--- src/rtl/seg_carry_adder.sv ---
// rtl/seg_carry_adder.sv - pipelined add/subtract with registered carries between SEG-bit segments
// An input register stage is followed by NSEG segment stages, so results appear NSEG edges after accept.
module seg_carry_adder #(
  parameter int WIDTH = 32,
  parameter int SEG   = 8
) (
  input  logic             clk,
  input  logic             rst,
  input  logic             in_valid,
  output logic             in_ready,
  input  logic [WIDTH-1:0] a,
  input  logic [WIDTH-1:0] b,
  input  logic             cin,
  input  logic             sub,
  output logic             out_valid,
  input  logic             out_ready,
  output logic [WIDTH-1:0] sum,
  output logic             cout,
  output logic             ovf
);

  localparam int NSEG = (SEG > 0) ? WIDTH / SEG : 1;
  localparam int MSB  = WIDTH - 1;

  if (SEG < 1 || (WIDTH % SEG) != 0) begin : g_bad_params
    $error("seg_carry_adder: WIDTH must be a positive multiple of SEG");
  end

  // Index 0 is the captured operation; index k holds the result after segment k-1 is added.
  logic             v_r  [NSEG+1];
  logic             c_r  [NSEG+1];
  logic [WIDTH-1:0] s_r  [NSEG+1];
  logic [WIDTH-1:0] a_r  [NSEG];
  logic [WIDTH-1:0] bb_r [NSEG];
  logic             ovf_r;

  logic             n_v  [NSEG+1];
  logic             n_c  [NSEG+1];
  logic [WIDTH-1:0] n_s  [NSEG+1];
  logic [WIDTH-1:0] n_a  [NSEG];
  logic [WIDTH-1:0] n_bb [NSEG];
  logic             n_ovf;
  logic [SEG:0]     seg_sum [NSEG];
  logic             stall;

  always_comb begin
    // Bubbles carry zeros so idle operands never reach the output registers.
    n_v[0]  = in_valid;
    n_c[0]  = in_valid & (cin ^ sub);
    n_a[0]  = in_valid ? a : '0;
    n_bb[0] = in_valid ? (sub ? ~b : b) : '0;
    n_s[0]  = '0;
    for (int k = 1; k < NSEG; k++) begin
      n_a[k]  = a_r[k-1];
      n_bb[k] = bb_r[k-1];
    end
    for (int k = 1; k <= NSEG; k++) begin
      seg_sum[k-1] = {1'b0, a_r[k-1][(k-1)*SEG +: SEG]}
                   + {1'b0, bb_r[k-1][(k-1)*SEG +: SEG]}
                   + {{SEG{1'b0}}, c_r[k-1]};
      n_v[k] = v_r[k-1];
      n_c[k] = seg_sum[k-1][SEG];
      n_s[k] = s_r[k-1];
      n_s[k][(k-1)*SEG +: SEG] = seg_sum[k-1][SEG-1:0];
    end
    n_ovf = (a_r[NSEG-1][MSB] == bb_r[NSEG-1][MSB]) && (n_s[NSEG][MSB] != a_r[NSEG-1][MSB]);
  end

  always_ff @(posedge clk or posedge rst) begin
    if (rst) begin
      for (int k = 0; k <= NSEG; k++) begin
        v_r[k] <= 1'b0;
        c_r[k] <= 1'b0;
        s_r[k] <= '0;
      end
      for (int k = 0; k < NSEG; k++) begin
        a_r[k]  <= '0;
        bb_r[k] <= '0;
      end
      ovf_r <= 1'b0;
    end else if (!stall) begin
      for (int k = 0; k <= NSEG; k++) begin
        v_r[k] <= n_v[k];
        c_r[k] <= n_c[k];
        s_r[k] <= n_s[k];
      end
      for (int k = 0; k < NSEG; k++) begin
        a_r[k]  <= n_a[k];
        bb_r[k] <= n_bb[k];
      end
      ovf_r <= n_ovf;
    end
  end

  assign stall     = v_r[NSEG] && !out_ready;
  assign in_ready  = !stall;
  assign out_valid = v_r[NSEG];
  assign sum       = s_r[NSEG];
  assign cout      = c_r[NSEG];
  assign ovf       = ovf_r;

endmodule

--- config.mk ---
export PLATFORM = sky130hd
export DESIGN_NAME = seg_carry_adder
export DESIGN_NICKNAME = d
export VERILOG_FILES = /design/src/rtl/seg_carry_adder.sv
export SDC_FILE = /design/constraint.sdc
export NUM_CORES = 1
export LEC_CHECK = 0
export CAP_MARGIN = 15
export CORE_MARGIN = 4
export CORE_UTILIZATION = 30
export CTS_CLUSTER_DIAMETER = 30
export DETAILED_ROUTE_END_ITERATION = 10
export PLACE_DENSITY = 0.48
export SYNTH_ARGS = -nofsm -noshare
export SYNTH_HDL_FRONTEND = slang
export SYNTH_SLANG_ARGS = --single-unit
--- constraint.sdc ---
create_clock -name clk -period 8.9 [get_ports clk]
set_clock_uncertainty 0.05 [all_clocks]
set_input_delay 1.78 -clock clk [delete_from_list [all_inputs] [get_ports clk]]
set_output_delay 1.78 -clock clk [all_outputs]
set_load 0.01 [all_outputs]
Word level (Yosys, flattened, before mapping)
Index checks and enable logic that the tools add are counted.

storage, ports and cells
  register bits = 347
  bits in latches = 0
  memory bits (writable) = 0
  bits in read-only memories = 0
  bits of input ports = 70
  word-level logic and storage cells = 43
  memories = 0

operators by class
  add/subtract/negate cells = 8
  multiply operators = 0
  divide/modulo/power cells = 0
  $lt $le $gt $ge = 0
  equal/unequal tests = 2
  shift operators = 0
  muxes and demuxes = 3
  bitwise gates (word level) = 3
  reductions and logical operators = 4

operators by type and width
  operator               number
  two-way mux 32 bit     3
  adder 8 x 8 -> 9 bit   4
  adder 9 x 1 -> 9 bit   4
  NOT 32 bit             1
  logical AND 1 bit      2
  zero test 1 bit        2
  bitwise AND 1 bit      1
  equality test 1 bit    1
  inequality test 1 bit  1
  bitwise XOR 1 bit      1

Depth between registers and ports, before layout
  word-level depth = 4
  mapped depth = 8
  gate-level depth less buffers = 8

Least setup slack after synthesis
No wires, ideal clock.

  path kind = input-to-output
  start = input port out_ready
  end = output port in_ready
  arrival time = 2.462 ns
  setup slack = 4.608 ns
  cell stages on the path = 4
  path through = nor2b_1 -> clkinv_1 -> buf_2 -> buf_2

on the way
  longest elaborated chain between the ends = 3

RTL lines
  what               line  source
  from (decl)        16    input logic out_ready,
  zero test 1 bit    95    assign stall = v_r[NSEG] && !out_ready;
  logical AND 1 bit  95
  zero test 1 bit    96    assign in_ready = !stall;
  to (decl)          10    output logic in_ready,

Every way passes these cells.

Final worst setup path
Ends and elaborated chain as after synthesis.

==> results.md <==
- Status: complete, no violations
- Average detailed-routed wire length per instance: approximately 14 µm
- Startpoint of the most critical register-to-register path: out_valid
- Global-route congestion overflow total: 0
- Power density relative to cell area: 368 mW/mm²
- Slowest cell on crit path: sky130_fd_sc_hd__clkdlybuf4s50_1
- Chain of cells forming the critical path: clkdlybuf4s50_1 > nor2b_4 > inv_6 > clkdlybuf4s50_1
- Die outline width: between 150 and 200 µm
- Share of layout cells above drive strength 1: 0.0832
- Top-level I/O count: between 100 and 150
- Maximum single-stage delay on the critical path: around 0.56 ns
- Number of antenna violations at the first check in global routing: 0
- Register bit count reported by yosys: about 250
- Post-DP HPWL: between 15000 and 20000 µm
- ANT nets after route: 0
- Number of max-slew violations in the final report: 0
- Crit path setup slack, layout: 3.61 ns
- Count of endpoints failing hold in the final timing report: 0
- Synth async-reset ratio: 1.00
- Max_slew headroom: 0.261
- Maximum level of the CTS H-tree: 2
- Effective utilization at floorplan: 0.305
- Total Neg Setup Slack: 0 ns
- WP data required: 7.07 ns
- Die Span Y: 199 µm
- Count of endpoints failing setup in the final report: 0
- Post-layout minimum cycle time: ~5.3 ns
- Growth of design area from synthesis to finish: 31.4%
- Max Fclk: about 190 MHz
- Insertion delay to the later sink of the worst-skew pair: 0.55 ns
- Count of clock tree sinks: 251
- Library cell appearing most often on the critical path: sky130_fd_sc_hd__clkdlybuf4s50_1
- Number of buffers inserted during clock tree synthesis: 53
- Number of max-cap violations: 0
- Placer Congestion: 0.744
- Total Nets Final: approximately 1400
- Worst r2r dst: c_r[1]
- Clock Tree Root: sky130_fd_sc_hd__clkbuf_16
- Drc violations: 0
- Count of input and output buffers: approximately 110
- RSZ-0062 raised after global routing: false
- Via density per instance: 4.40
- Synth top area share: 0.576
- Buffers plus inverters on the worst setup path: 3
- Via count of the first global-routing pass: between 8000 and 9000
- Kind of launch point of the worst setup path: input port
- Cell family with most CP delay: buffers and inverters
- Hold Crit Depth: 2
- Critical path start-end classification: input port to output port
- Critical path endpoint category: output port
- Part of the cycle the worst path needs: 0.594
- DR vias: around 8000
- Leak Pwr: roughly 0.0071 µW
- Overall die area: about 0.039 mm²
- Wire length of the first global-routing pass: roughly 42000 µm
- Maximum vdd drop: 0.000145 V
- Worst-Margin Slew: about 1.1 ns
- Syn_nets: between 1000 and 1500
- Total of hold buffers inserted after clock tree synthesis: 0
- Global-route usage over all layers: 0.129
- Number of instances in the synthesized netlist: 1198
- Number of synthesized flops with an enable pin: 0
- Leading cell types by total area after synthesis: sky130_fd_sc_hd__dfrtp_1, sky130_fd_sc_hd__nand2_1, sky130_fd_sc_hd__ha_1, sky130_fd_sc_hd__o21ai_0, sky130_fd_sc_hd__xnor2_1
- Antenna Cells: 0
- Origin of the worst min-delay path: sum[13]
- Clock-pin slew reported for the worst setup and hold paths after clock tree synthesis: about 0.05 ns
- Number of fillers in the final layout: about 3600
- Core area: approximately 0.036 mm²
- Bufs on Longest Clock Path: 3
- Worst setup slack before clock tree synthesis: 3.61 ns
- Pin count of the biggest net entering global routing: roughly 140
- Portion of the post-synthesis area used by sequential elements: 0.576
- Pre-antenna DRT Iters: 4
- Yosys cell types: 30
- Worst R2R Setup Slack: ~6 ns
- Buffers inserted during post-CTS setup optimization: 0
- Most common flop cell mapped by yosys: sky130_fd_sc_hd__dfrtp_1
- Count of routing violations after the opening detailed-route iteration: approximately 480
- Worst Hold End: sum[13]
- CTS tree: yes
- Post-synth design cell area: 0.0109 mm²
- Worst Reg2Reg Path Length in Cells: 6
- Routed wire length: about 25000 µm
- Number of standard cells in the layout, taps in and fillers out: about 1800
- Warnings, synthesis: 0
- Cell taking the most area after synthesis: sky130_fd_sc_hd__dfrtp_1
- Worst-path fanout max: 54
- Cells resized by post-CTS repair: 0
- Path type of the worst min-delay path: register to register
- Critical Path AT: 3.46 ns
- Average footprint of a synthesized cell: slightly above 9 µm²
- Total instance count after detailed placement: approximately 1700
- Row count: 69
[kinds of logic (layout without fill, tap and decap cells)]
| group | after synthesis | after routing | share of synthesized area |
|---|---|---|---|
| adders and majority gates | 36 | 36 | 0.0468 |
| xor gates and xnor gates | 42 | 42 | 0.0337 |
| and+or+nand+nor | 677 | 677 | 0.246 |
| DFF | 251 | 251 | 0.576 |
| muxes | 3 | 3 | 0.00275 |
| AOI/OAI and AO/OA | 120 | 120 | 0.0684 |
| buffers and inverters | 69 | 217 | 0.0267 |
[tightest hold or removal path, cell delays in order, from the launching register on]
cell                      delay [ns]
sky130_fd_sc_hd__dfrtp_1        0.34
sky130_fd_sc_hd__nand2_1        0.05
sky130_fd_sc_hd__nand2_1        0.04
[cell type report]
type,count,area (µm²),area share
clock buffers,67,1500,0.105
clock inverters,32,455,0.0318
inverters,5,31.3,0.00218
multi-input cells,878,4340,0.303
flip-flops and latches,251,6280,0.438
well taps,461,577,0.0403
repair buffers,113,1140,0.0795
[registers in the layout (all words and copies together), names as in the netlist]
register and count:
a_r 80, bb_r 80, n_s 48, sum 32, c_r 4, n_v 4
cout 1, out_valid 1, ovf 1
[synth_stat cells (5+ instances only)]
| cell | n |
|---|---|
| sky130_fd_sc_hd__nand2_1 | 584 |
| sky130_fd_sc_hd__dfrtp_1 | 251 |
| sky130_fd_sc_hd__o21ai_0 | 63 |
| sky130_fd_sc_hd__xnor2_1 | 36 |
| sky130_fd_sc_hd__nand3_1 | 33 |
| sky130_fd_sc_hd__clkbuf_1 | 29 |
| sky130_fd_sc_hd__ha_1 | 28 |
| sky130_fd_sc_hd__buf_2 | 26 |
| sky130_fd_sc_hd__nor2_1 | 24 |
| sky130_fd_sc_hd__a21oi_1 | 14 |
| sky130_fd_sc_hd__a21o_1 | 13 |
| sky130_fd_sc_hd__nor3_1 | 12 |
| sky130_fd_sc_hd__a211oi_1 | 10 |
| sky130_fd_sc_hd__buf_1 | 9 |
| sky130_fd_sc_hd__fa_1 | 8 |
| sky130_fd_sc_hd__nor3b_1 | 8 |
| sky130_fd_sc_hd__o31ai_1 | 8 |
| sky130_fd_sc_hd__nor2b_1 | 6 |
| sky130_fd_sc_hd__xor2_1 | 6 |
| sky130_fd_sc_hd__nand4b_1 | 5 |
| sky130_fd_sc_hd__o311ai_0 | 5 |
[routing by layer]
layer  GRT usage  routed length (µm)  vias to the layer above  part of all wire
li1            -                   -                     4084                 -
met4      0.0357                 415                        0             0.016
met2       0.187               10700                      116              0.43
met3      0.0303                1030                       37             0.041
met5           0                   0                        -                 0
met1       0.194               13000                     3722              0.52
[report_power, final]
part           leakage [µW]  internal, µW  switching (µW)  total [µW]
Sequential          0.00321          1570             243        1810
Clock              0.000947          1480             627        2110
Combinational       0.00297           565             781        1350
[worst max path at each step]
stage                    from       end  slack, ns  cells past startpoint
floorplan                 rst  a_r[100]       0.17                      1
global placement    out_ready  in_ready       3.60                      4
detailed placement  out_ready  in_ready       3.61                      4
CTS                 out_ready  in_ready       3.60                      4
global route        out_ready  in_ready       3.50                      4
finish              out_ready  in_ready       3.61                      4
[through the flow]
step | utilization | total power (µW) | hold slack [ns] | cell area [µm²]
floorplan | - | 2710 | 0.380 | 10900
global route | 0.401 | 5650 | 0.424 | 14300
global placement | 0.345 | 3180 | 0.398 | 12300
detailed placement | 0.346 | 3210 | 0.405 | 12400
CTS | 0.401 | 5360 | 0.411 | 14300
finish | 0.401 | 5270 | 0.410 | 14300
[layout by cell type (no fill, tap or decap), types with 4 or more instances in the layout]
| master | Yosys | routed |
|---|---|---|
| sky130_fd_sc_hd__a211oi_1 | 10 | 10 |
| sky130_fd_sc_hd__a21o_1 | 13 | 13 |
| sky130_fd_sc_hd__a21oi_1 | 14 | 14 |
| sky130_fd_sc_hd__a221oi_2 | 4 | 4 |
| sky130_fd_sc_hd__and3_1 | 4 | 4 |
| sky130_fd_sc_hd__buf_4 | 0 | 6 |
| sky130_fd_sc_hd__bufinv_16 | 0 | 10 |
| sky130_fd_sc_hd__clkbuf_1 | 29 | 4 |
| sky130_fd_sc_hd__clkbuf_16 | 0 | 55 |
| sky130_fd_sc_hd__clkbuf_8 | 0 | 8 |
| sky130_fd_sc_hd__clkdlybuf4s50_1 | 0 | 104 |
| sky130_fd_sc_hd__clkinv_2 | 0 | 8 |
| sky130_fd_sc_hd__clkinv_4 | 0 | 6 |
| sky130_fd_sc_hd__clkinvlp_4 | 0 | 6 |
| sky130_fd_sc_hd__dfrtp_1 | 251 | 251 |
| sky130_fd_sc_hd__fa_1 | 8 | 8 |
| sky130_fd_sc_hd__ha_1 | 28 | 28 |
| sky130_fd_sc_hd__nand2_1 | 584 | 584 |
| sky130_fd_sc_hd__nand3_1 | 33 | 33 |
| sky130_fd_sc_hd__nand4b_1 | 5 | 5 |
| sky130_fd_sc_hd__nor2_1 | 24 | 24 |
| sky130_fd_sc_hd__nor2b_1 | 6 | 5 |
| sky130_fd_sc_hd__nor3_1 | 12 | 12 |
| sky130_fd_sc_hd__nor3b_1 | 8 | 8 |
| sky130_fd_sc_hd__o21ai_0 | 63 | 63 |
| sky130_fd_sc_hd__o311ai_0 | 5 | 5 |
| sky130_fd_sc_hd__o31ai_1 | 8 | 8 |
| sky130_fd_sc_hd__xnor2_1 | 36 | 36 |
| sky130_fd_sc_hd__xor2_1 | 6 | 6 |
No activity file was read; power rests on OpenSTA's default activity.
